## config.mk

```make
export PLATFORM = sky130hd
export DESIGN_NAME = coreport_debounce_flat
export DESIGN_NICKNAME = d
export VERILOG_FILES = /design/src/rtl/coreport_debounce_if.sv /design/src/rtl/coreport_debounce.sv /design/src/flat_wrapper.sv
export SDC_FILE = /design/constraint.sdc
export NUM_CORES = 1
export LEC_CHECK = 0
export ABC_CLOCK_PERIOD_IN_PS = 4200
export CAP_MARGIN = 20
export CELL_PAD_IN_SITES_DETAIL_PLACEMENT = 1
export CELL_PAD_IN_SITES_GLOBAL_PLACEMENT = 2
export CORE_UTILIZATION = 39
export CTS_CLUSTER_SIZE = 30
export DETAILED_ROUTE_END_ITERATION = 6
export GPL_ROUTABILITY_DRIVEN = 0
export PLACE_DENSITY = 0.83
export REMOVE_ABC_BUFFERS = 1
export SLEW_MARGIN = 20
export SYNTH_ARGS = -nofsm -noshare
export SYNTH_HDL_FRONTEND = slang
export SYNTH_SLANG_ARGS = --single-unit
export TNS_END_PERCENT = 20
```

## constraint.sdc

```tcl
create_clock -name wb_clk -period 4.2 [get_ports wb_clk]
set_input_delay 0.42 -clock wb_clk [delete_from_list [all_inputs] [get_ports wb_clk]]
set_output_delay 0.42 -clock wb_clk [all_outputs]
set_load 0.01 [all_outputs]
```

## src/rtl/coreport_debounce_if.sv

```systemverilog
// coreport_debounce_if: raw pin inputs and conditioned level/event outputs of the debouncer
interface coreport_debounce_if #(
    parameter int WIDTH     = 8,
    parameter int CNT_WIDTH = 16
);
    logic [WIDTH-1:0]     pin_i;
    logic [CNT_WIDTH-1:0] threshold_i;
    logic [WIDTH-1:0]     bypass_i;
    logic [WIDTH-1:0]     level_o;
    logic [WIDTH-1:0]     rise_o;
    logic [WIDTH-1:0]     fall_o;
    logic                 change_o;
    modport master (output pin_i, threshold_i, bypass_i, input level_o, rise_o, fall_o, change_o);
    modport slave  (input pin_i, threshold_i, bypass_i, output level_o, rise_o, fall_o, change_o);
endinterface

```

## src/rtl/coreport_debounce.sv

```systemverilog
// coreport_debounce: per-pin synchroniser plus runtime-threshold debouncer with rise/fall pulses
module coreport_debounce #(
    parameter int               WIDTH         = 8,
    parameter int               SYNC_STAGES   = 2,
    parameter int               CNT_WIDTH     = 16,
    parameter logic [WIDTH-1:0] INITIAL_LEVEL = '0
) (
    input logic                wb_clk,
    input logic                wb_rst,
    coreport_debounce_if.slave bus
);
    localparam logic [CNT_WIDTH:0] ONE = (CNT_WIDTH+1)'(1);
    logic [WIDTH-1:0]                r_sync [SYNC_STAGES];
    logic [WIDTH-1:0][CNT_WIDTH-1:0] r_cnt;
    logic [WIDTH-1:0]                r_level, r_rise, r_fall;
    logic                            r_change;
    logic [WIDTH-1:0]                w_s, w_next, w_hit;
    logic [WIDTH-1:0][CNT_WIDTH-1:0] w_cnt_next;
    logic [CNT_WIDTH:0]              w_thr;
    assign w_s   = r_sync[SYNC_STAGES-1];
    // A zero threshold behaves as one so a disagreement always needs at least one edge
    assign w_thr = (bus.threshold_i == '0) ? ONE : {1'b0, bus.threshold_i};
    always_comb begin
        w_hit      = '0;
        w_next     = r_level;
        w_cnt_next = '0;
        for (int n = 0; n < WIDTH; n++) begin
            w_hit[n]      = ({1'b0, r_cnt[n]} + ONE) >= w_thr;
            w_next[n]     = (bus.bypass_i[n] || w_hit[n]) ? w_s[n] : r_level[n];
            w_cnt_next[n] = (bus.bypass_i[n] || w_s[n] == r_level[n] || w_hit[n]) ? '0 : r_cnt[n] + CNT_WIDTH'(1);
        end
    end
    always_ff @(posedge wb_clk) begin
        if (wb_rst) begin
            for (int i = 0; i < SYNC_STAGES; i++) r_sync[i] <= INITIAL_LEVEL;
            r_cnt    <= '0;
            r_level  <= INITIAL_LEVEL;
            r_rise   <= '0;
            r_fall   <= '0;
            r_change <= 1'b0;
        end else begin
            r_sync[0] <= bus.pin_i;
            for (int i = 1; i < SYNC_STAGES; i++) r_sync[i] <= r_sync[i-1];
            r_cnt    <= w_cnt_next;
            r_level  <= w_next;
            r_rise   <= w_next & ~r_level;
            r_fall   <= ~w_next & r_level;
            r_change <= |(w_next ^ r_level);
        end
    end
    assign bus.level_o  = r_level;
    assign bus.rise_o   = r_rise;
    assign bus.fall_o   = r_fall;
    assign bus.change_o = r_change;
endmodule

```

## src/flat_wrapper.sv

```systemverilog
// flat-port wrapper written by rule: the top's interface ports become plain ports
module coreport_debounce_flat 
#(
    parameter int               WIDTH         = 8,
    parameter int               SYNC_STAGES   = 2,
    parameter int               CNT_WIDTH     = 16,
    parameter logic [WIDTH-1:0] INITIAL_LEVEL = '0
)
  (wb_clk, wb_rst, bus_pin_i, bus_threshold_i, bus_bypass_i, bus_level_o, bus_rise_o, bus_fall_o, bus_change_o);
  coreport_debounce_if #(.WIDTH(WIDTH), .CNT_WIDTH(CNT_WIDTH)) bus_i ();
  input logic wb_clk;
  input logic wb_rst;
  input wire logic [$bits(bus_i.pin_i)-1:0] bus_pin_i;
  input wire logic [$bits(bus_i.threshold_i)-1:0] bus_threshold_i;
  input wire logic [$bits(bus_i.bypass_i)-1:0] bus_bypass_i;
  output wire logic [$bits(bus_i.level_o)-1:0] bus_level_o;
  output wire logic [$bits(bus_i.rise_o)-1:0] bus_rise_o;
  output wire logic [$bits(bus_i.fall_o)-1:0] bus_fall_o;
  output wire logic [$bits(bus_i.change_o)-1:0] bus_change_o;
  assign bus_i.pin_i = bus_pin_i;
  assign bus_i.threshold_i = bus_threshold_i;
  assign bus_i.bypass_i = bus_bypass_i;
  assign bus_level_o = bus_i.level_o;
  assign bus_rise_o = bus_i.rise_o;
  assign bus_fall_o = bus_i.fall_o;
  assign bus_change_o = bus_i.change_o;
  coreport_debounce #(.WIDTH(WIDTH), .SYNC_STAGES(SYNC_STAGES), .CNT_WIDTH(CNT_WIDTH), .INITIAL_LEVEL(INITIAL_LEVEL)) u_core (.wb_clk(wb_clk), .wb_rst(wb_rst), .bus(bus_i));
endmodule
```

==> impl_metrics.csv, run 1 <==
group,metric,value,unit
sta,finalCritPeriodShare,93.9,%
floorplanning,die_area,0.0265,sq mm
critical_path,crit_start,"u_core.r_cnt[48]$_SDFF_PP0_",
sta,min_period,3940,ps
yosys,ys_top_cells_by_area,"dfxtp_1 34%, ha_1 19%, nor2b_1 7.3%",
critical_path,crit_arrival,4240,ps
yosys,async_flop_share,0,%
final_layout,antenna_cells,0,
floorplanning,start_util,39.9,%
final_layout,nNetsFinal,1350,
critical_path,r2r-start,"u_core.r_cnt[48]$_SDFF_PP0_",
yosys,synth.ff_latch_count,169,
critical_path,crit_path_cell_trace,"ha_1 -> nand4_1 -> nor3_4 -> nand3_1 -> xnor2_1 -> ha_1 -> o21ai_0 -> a21oi_1 -> nor3b_1 -> a221oi_2 -> nor2b_4 -> mux2_2 -> ha_1 -> nand4_1 -> nor2_1 -> nor2_1",
global_route,grt_max_degree,31,
yosys,ys_seq_area_share,33.6,%
yosys,ys_warn_count,0,
final_layout,final-seq-area,0.00339,sq mm
global_route,grt_usage,21.3,%
clock_network,clock-sinks,169,
sta,hold_slack,443,ps
detailed_routing,drt-total-wl,27.1,mm
clock_network,path_clk_slew,70,ps
global_route,overflow,0,
final_layout,stdcell_count,1507,
clock_network,cts_htree_levels,4,
critical_path,r2r_end,"u_core.bus.change_o$_SDFF_PP0_",
detailed_routing,drt_iter0_markers,306,
clock_network,clockBufferDepth,2,
sta,finalHoldViolations,0,
final_layout,area_growth,17.2,%
yosys,synth.most_common_cell,"dfxtp_1",
yosys,yosysTopAreaCellShare,33.6,%
sta,fmax,254,MHz
yosys,yosysTopAreaCell,"dfxtp_1",
sta,setup_viol,0,
critical_path,crit_path_frequent_cell,"ha_1",
clock_network,root_buffer,"clkbuf_16",
placement,dpl.cell_count,1473,
sta,skew,11.0,ps
critical_path,slowest_stage,"dfxtp_2",
detailed_routing,firstDrtPassIters,4,
yosys,synth.distinct_cells,54,
sta,maxSlewHeadroom,50.4,%
yosys,synth_commonest_cells,"169 x dfxtp_1, 152 x ha_1, 117 x nor2b_1, 79 x xnor2_1, 58 x nand3_1",
critical_path,r2r_cells,16,
floorplanning,io_pins,59,
yosys,synth_edf_count,0,
run,cap_violations,0,
critical_path,r2r_slack,260,ps
placement,hpwl,19.4,mm
floorplanning,die_w,163,um
yosys,postSynthCellCount,1080,
final_layout,fill_cells,2913,
critical_path,path_max_fanout,5,
critical_path,cp_slowest_stage_delay,380,ps
sta,slew_viol_final,0,
final_layout,drive_gt1_share,9.94,%
detailed_routing,drtAntennaViolNets,0,
clock_network,cts_inserted_buffers,17,
floorplanning,fp.coreArea,0.0253,sq mm
yosys,postSynthAreaPerCell,9.32,sq um
sta,worstMarginPinSlew,745,ps
min_path,min_path_cells,1,
yosys,synth_ff_type,"dfxtp_1",
clock_network,clkLatencyLatePin,430,ps
power,total_power,3.49,mW
critical_path,critPathKind,"reg2reg",
power,power_leakage,5.09,nW
clock_network,holdBufCountCts,0,
placement,port-buffer-count,58,
global_route,grt_pass1_vias,8372,
detailed_routing,drcViolationCount,0,
power,ir_drop,0.201,mV
status,status,"finished clean",
min_path,min_to,"u_core.r_sync[0][12]$_SDFF_PP0_",
detailed_routing,vias,7967,
min_path,min_path_type,"reg2reg",
final_layout,multi_input_comb_area,0.00652,sq mm
floorplanning,rows,58,
min_path,min_from,"u_core.r_sync[0][4]$_SDFF_PP0_",
critical_path,worstPathRequired,4500,ps
floorplanning,dieHeight,163,um
critical_path,worstSetupEndpointType,"register",
critical_path,cp-start-kind,"register",
detailed_routing,via_per_inst,5.29,
global_route,grt_first_pass_wirelength,43.5,mm
detailed_routing,wl_per_cell,18.0,um
global_route,antenna_found_initial,0,
clock_network,cts_tree,"built",
yosys,netlist_area,0.0101,sq mm
power,power.density,296,mW/mm^2
routing by layer:
metal | vias to the layer above | part of all wire [%] | track usage, %
met5 | - | 0 | 0
met4 | 0 | 1.6 | 5.27
met3 | 30 | 3.2 | 3.74
met2 | 97 | 47 | 36.6
met1 | 3880 | 48 | 27.4
li1 | 3960 | - | -
layout by cell type, fill, tap and decap left out, types with 4 or more instances in the layout:
cell type and instances:
dfxtp_1 167, ha_1 151, nor2b_1 116, xnor2_1 79
nand3_1 57, clkdlybuf4s50_1 57, nor2_1 54, nand2_1 51
inv_1 45, xor2_1 41, nand4_1 40, a21oi_1 35
o21ai_0 25, and3_1 24, buf_4 21, nor3_1 17
clkbuf_16 17, nor2b_2 16, a211oi_1 13, nand2b_1 13
and2b_2 12, mux2i_1 11, a21o_1 10, nor4_1 8
and4_1 7, and3_2 5, mux2_2 5, clkinv_2 4
inv_6 4
where the power goes:
part / switching (mW) / internal (mW) / total, mW
Combinational: 0.150 / 0.110 / 0.259
Clock: 0.705 / 0.897 / 1.60
Sequential: 0.0126 / 1.62 / 1.63
Total: 0.868 / 2.62 / 3.49
registers in the layout, summed over array words and instances (netlist names):
name,flops
u_core.bus.change_o,1
u_core.bus.level_o,8
u_core.r_cnt,128
u_core.r_sync,16
u_core.bus.fall_o,8
u_core.bus.rise_o,8
cell families (layout without fill, tap and decap cells):
| kind of cell | count (synthesis) | in the layout | synth area share [%] |
|---|---|---|---|
| simple gates | 452 | 452 | 25.9 |
| fa+ha+maj | 152 | 152 | 18.9 |
| compound gates | 112 | 112 | 7.10 |
| xor+xnor | 120 | 120 | 10.4 |
| buf+inv | 59 | 156 | 2.42 |
| flops | 169 | 169 | 33.6 |
| mux | 16 | 16 | 1.65 |
critical path, delay by kind of cell, from the launching register on:
kind	cells	cell delay (ps)
adders and majority gates	3	850
and+or+nand+nor	8	1510
xor gates and xnor gates	1	160
DFF	1	380
muxes	1	340
AOI/OAI and AO/OA	3	580
area by class of cell:
cell class / count / area share [%]
Multi-Input combinational cell: 852 / 55.2
Sequential cell: 169 / 28.7
Clock inverter: 14 / 1.24
Inverter: 45 / 1.43
Timing Repair Buffer: 79 / 6.21
Tap cell: 330 / 3.50
Clock buffer: 18 / 3.72
how the worst max path moves through the flow:
| stage | to | slack, ps | cells after the start |
|---|---|---|---|
| after floorplan | u_core.bus.change_o$_SDFF_PP0_ | 690 | 15 |
| after global placement | u_core.bus.change_o$_SDFF_PP0_ | 6 | 15 |
| after detailed placement | u_core.bus.change_o$_SDFF_PP0_ | -70 | 16 |
| after CTS | u_core.bus.change_o$_SDFF_PP0_ | 50 | 16 |
| after global routing | u_core.bus.change_o$_SDFF_PP0_ | -40 | 15 |
| final | u_core.bus.change_o$_SDFF_PP0_ | 260 | 16 |
repair_timing:
action                                  CTS  global route
setup buffers                             0             2
pin swaps                                 0             7
resized for setup                         1            17
endpoints found under the hold margin     0             0
endpoints found under the setup margin    1             2
per-stage QoR:
step	setup WS [ps]	instance area [sq um]	util (%)	TNS [ps]
global route	-41.5	11800	46.7	-41.5
detailed placement	-68.1	11100	44.0	-68.1
floorplan	691	9990	-	0
CTS	45.6	11700	46.4	0
finish	256	11800	46.7	0
global placement	6.21	11100	44.0	0
Power figures use the tool's default switching activity.
==> run 2, diff against run 1 <==
--- a/config.mk
+++ b/config.mk
@@ -6,10 +6,12 @@
 export NUM_CORES = 1
 export LEC_CHECK = 0
 export ABC_CLOCK_PERIOD_IN_PS = 4200
-export CAP_MARGIN = 20
+export CAP_MARGIN = 40
 export CELL_PAD_IN_SITES_DETAIL_PLACEMENT = 1
 export CELL_PAD_IN_SITES_GLOBAL_PLACEMENT = 2
+export CORE_MARGIN = 3
 export CORE_UTILIZATION = 39
+export CTS_BUF_LIST = sky130_fd_sc_hd__clkbuf_4 sky130_fd_sc_hd__clkbuf_8
 export CTS_CLUSTER_SIZE = 30
 export DETAILED_ROUTE_END_ITERATION = 6
 export GPL_ROUTABILITY_DRIVEN = 0
==> impl_metrics.csv, run 2 (synthesis gave the netlist of run 1 again) <==
group,metric,value,unit
final_layout,antenna_cells,0,
critical_path,crit_arrival,4230,ps
clock_network,clock-sinks,169,
final_layout,area_growth,16.4,%
status,status,"finished clean",
critical_path,worstPathRequired,4570,ps
sta,min_period,3860,ps
detailed_routing,vias,7890,
critical_path,cp-start-kind,"register",
placement,hpwl,20.7,mm
floorplanning,start_util,39.9,%
floorplanning,fp.coreArea,0.0253,sq mm
detailed_routing,drt-total-wl,27.3,mm
floorplanning,die_w,167,um
clock_network,path_clk_slew,100,ps
sta,worstMarginPinSlew,724,ps
global_route,antenna_found_initial,0,
sta,rsz0062_at_grt,"no",
floorplanning,rows,58,
global_route,overflow,0,
final_layout,nNetsFinal,1365,
detailed_routing,firstDrtPassIters,4,
power,power.density,278,mW/mm^2
detailed_routing,drcViolationCount,0,
final_layout,drive_gt1_share,10.2,%
critical_path,critPathKind,"reg2reg",
final_layout,largest_reg_flops,128,
min_path,min_to,"u_core.r_sync[0][14]$_SDFF_PP0_",
sta,setup_viol,0,
global_route,grt_max_degree,29,
sta,finalHoldViolations,0,
sta,slew_viol_final,0,
critical_path,r2r-start,"u_core.r_cnt[32]$_SDFF_PP0_",
min_path,min_path_type,"reg2reg",
final_layout,final_common_cell,"dfxtp_1",
floorplanning,io_pins,59,
sta,fmax,259,MHz
final_layout,largest-register,"u_core.r_cnt",
sta,finalSetupTns,0,ps
power,power_leakage,5.06,nW
clock_network,cts_inserted_buffers,17,
sta,finalCritPeriodShare,91.8,%
min_path,min_from,"u_core.r_sync[0][6]$_SDFF_PP0_",
sta,skew,14.8,ps
run,cap_violations,0,
clock_network,clkLatencyLatePin,480,ps
detailed_routing,wl_per_cell,17.9,um
global_route,grt_first_pass_wirelength,44.8,mm
placement,pre_cts_slack,93.2,ps
clock_network,root_buffer,"clkbuf_8",
critical_path,path_max_fanout,5,
final_layout,reg_top3,"u_core.r_cnt (128), u_core.r_sync (16)",
detailed_routing,drtAntennaViolNets,0,
detailed_routing,via_per_inst,5.18,
clock_network,clockBufferDepth,2,
power,ir_drop,0.155,mV
detailed_routing,drt_iter0_markers,223,
sta,fin_ws,342,ps
critical_path,r2r_end,"u_core.bus.change_o$_SDFF_PP0_",
critical_path,worstSetupEndpointType,"register",
clock_network,cts_tree,"built",
global_route,grt_pass1_vias,8613,
final_layout,most-common-layout-cells,"168 x dfxtp_1, 152 x ha_1, 117 x nor2b_1",
clock_network,cts_htree_levels,4,
critical_path,r2r_cells,16,
floorplanning,die_area,0.0278,sq mm
min_path,min_path_cells,1,
global_route,grt_usage,20.1,%
placement,port-buffer-count,58,
critical_path,r2r_slack,340,ps
floorplanning,dieHeight,167,um
sta,maxSlewHeadroom,51.7,%
==> run 2: worst max path at each step <==
stage                           startpoint                        endpoint  slack [ps]  cells after the start
3_3_place_gp            bus_threshold_i[9]  u_core.bus.change_o$_SDFF_PP0_         140                     15
5_1_grt        u_core.r_cnt[32]$_SDFF_PP0_  u_core.bus.change_o$_SDFF_PP0_          50                     16
2_1_floorplan  u_core.r_cnt[50]$_SDFF_PP0_  u_core.bus.change_o$_SDFF_PP0_         690                     15
6_report       u_core.r_cnt[32]$_SDFF_PP0_  u_core.bus.change_o$_SDFF_PP0_         340                     16
4_1_cts        u_core.r_cnt[32]$_SDFF_PP0_  u_core.bus.change_o$_SDFF_PP0_          90                     16
3_5_place_dp            bus_threshold_i[9]  u_core.bus.change_o$_SDFF_PP0_          90                     15
==> run 2: report_power, final <==
group          total, mW  internal [mW]  leakage, nW  switching, mW
registers           1.63           1.62         1.37         0.0130
clock network       1.36          0.672        0.223          0.688
logic              0.266          0.115         3.47          0.151
total               3.26           2.40         5.06          0.852
==> run 2: per-layer routing <==
metal,vias up,GRT usage (%),wire length [um]
met4,0,4.02,328
met5,-,0,0
met1,3819,25.2,12800
met3,17,3.11,570
met2,74,36.5,13600
li1,3980,-,-
==> run 2: layout make-up <==
type,count,area [sq um]
Fill cell,2948,13500
Clock inverter,14,209
Inverter,45,169
Tap cell,330,413
Multi-Input combinational cell,852,6450
Timing Repair Buffer,94,846
Sequential cell,169,3380
Clock buffer,18,241
==> run 2: what timing repair did <==
action                                  CTS  global route
gates resized for setup                   0             4
endpoints found under the setup margin    0             1
buffers inserted                          0             2
hold buffers                              0             0
==> run 2: stage by stage <==
stage / utilization [%] / total power [mW] / hold slack [ps] / cell area (sq um) / cells
after floorplan: - / 1.79 / 414 / 9990 / 1066
after global placement: 44.5 / 1.93 / 416 / 11200 / 1488
after detailed placement: 44.5 / 1.94 / 427 / 11200 / 1488
after CTS: 46.3 / 3.29 / 452 / 11700 / 1520
after global routing: 46.4 / 3.38 / 456 / 11700 / 1522
final: 46.4 / 3.26 / 445 / 11700 / 1522
==> run 2: critical path, cell delays in order (launching register included) <==
cell      delay, ps
dfxtp_2         390
ha_1            230
and4_1          270
nand4_1         230
nor3_2          270
xor2_1          250
ha_1            290
a21o_1          180
a211oi_1        210
o21ai_0         140
a21oi_2         190
and2_1          180
mux2_2          360
ha_1            330
nand4_1          90
nor2_1          110
nor2_1           50
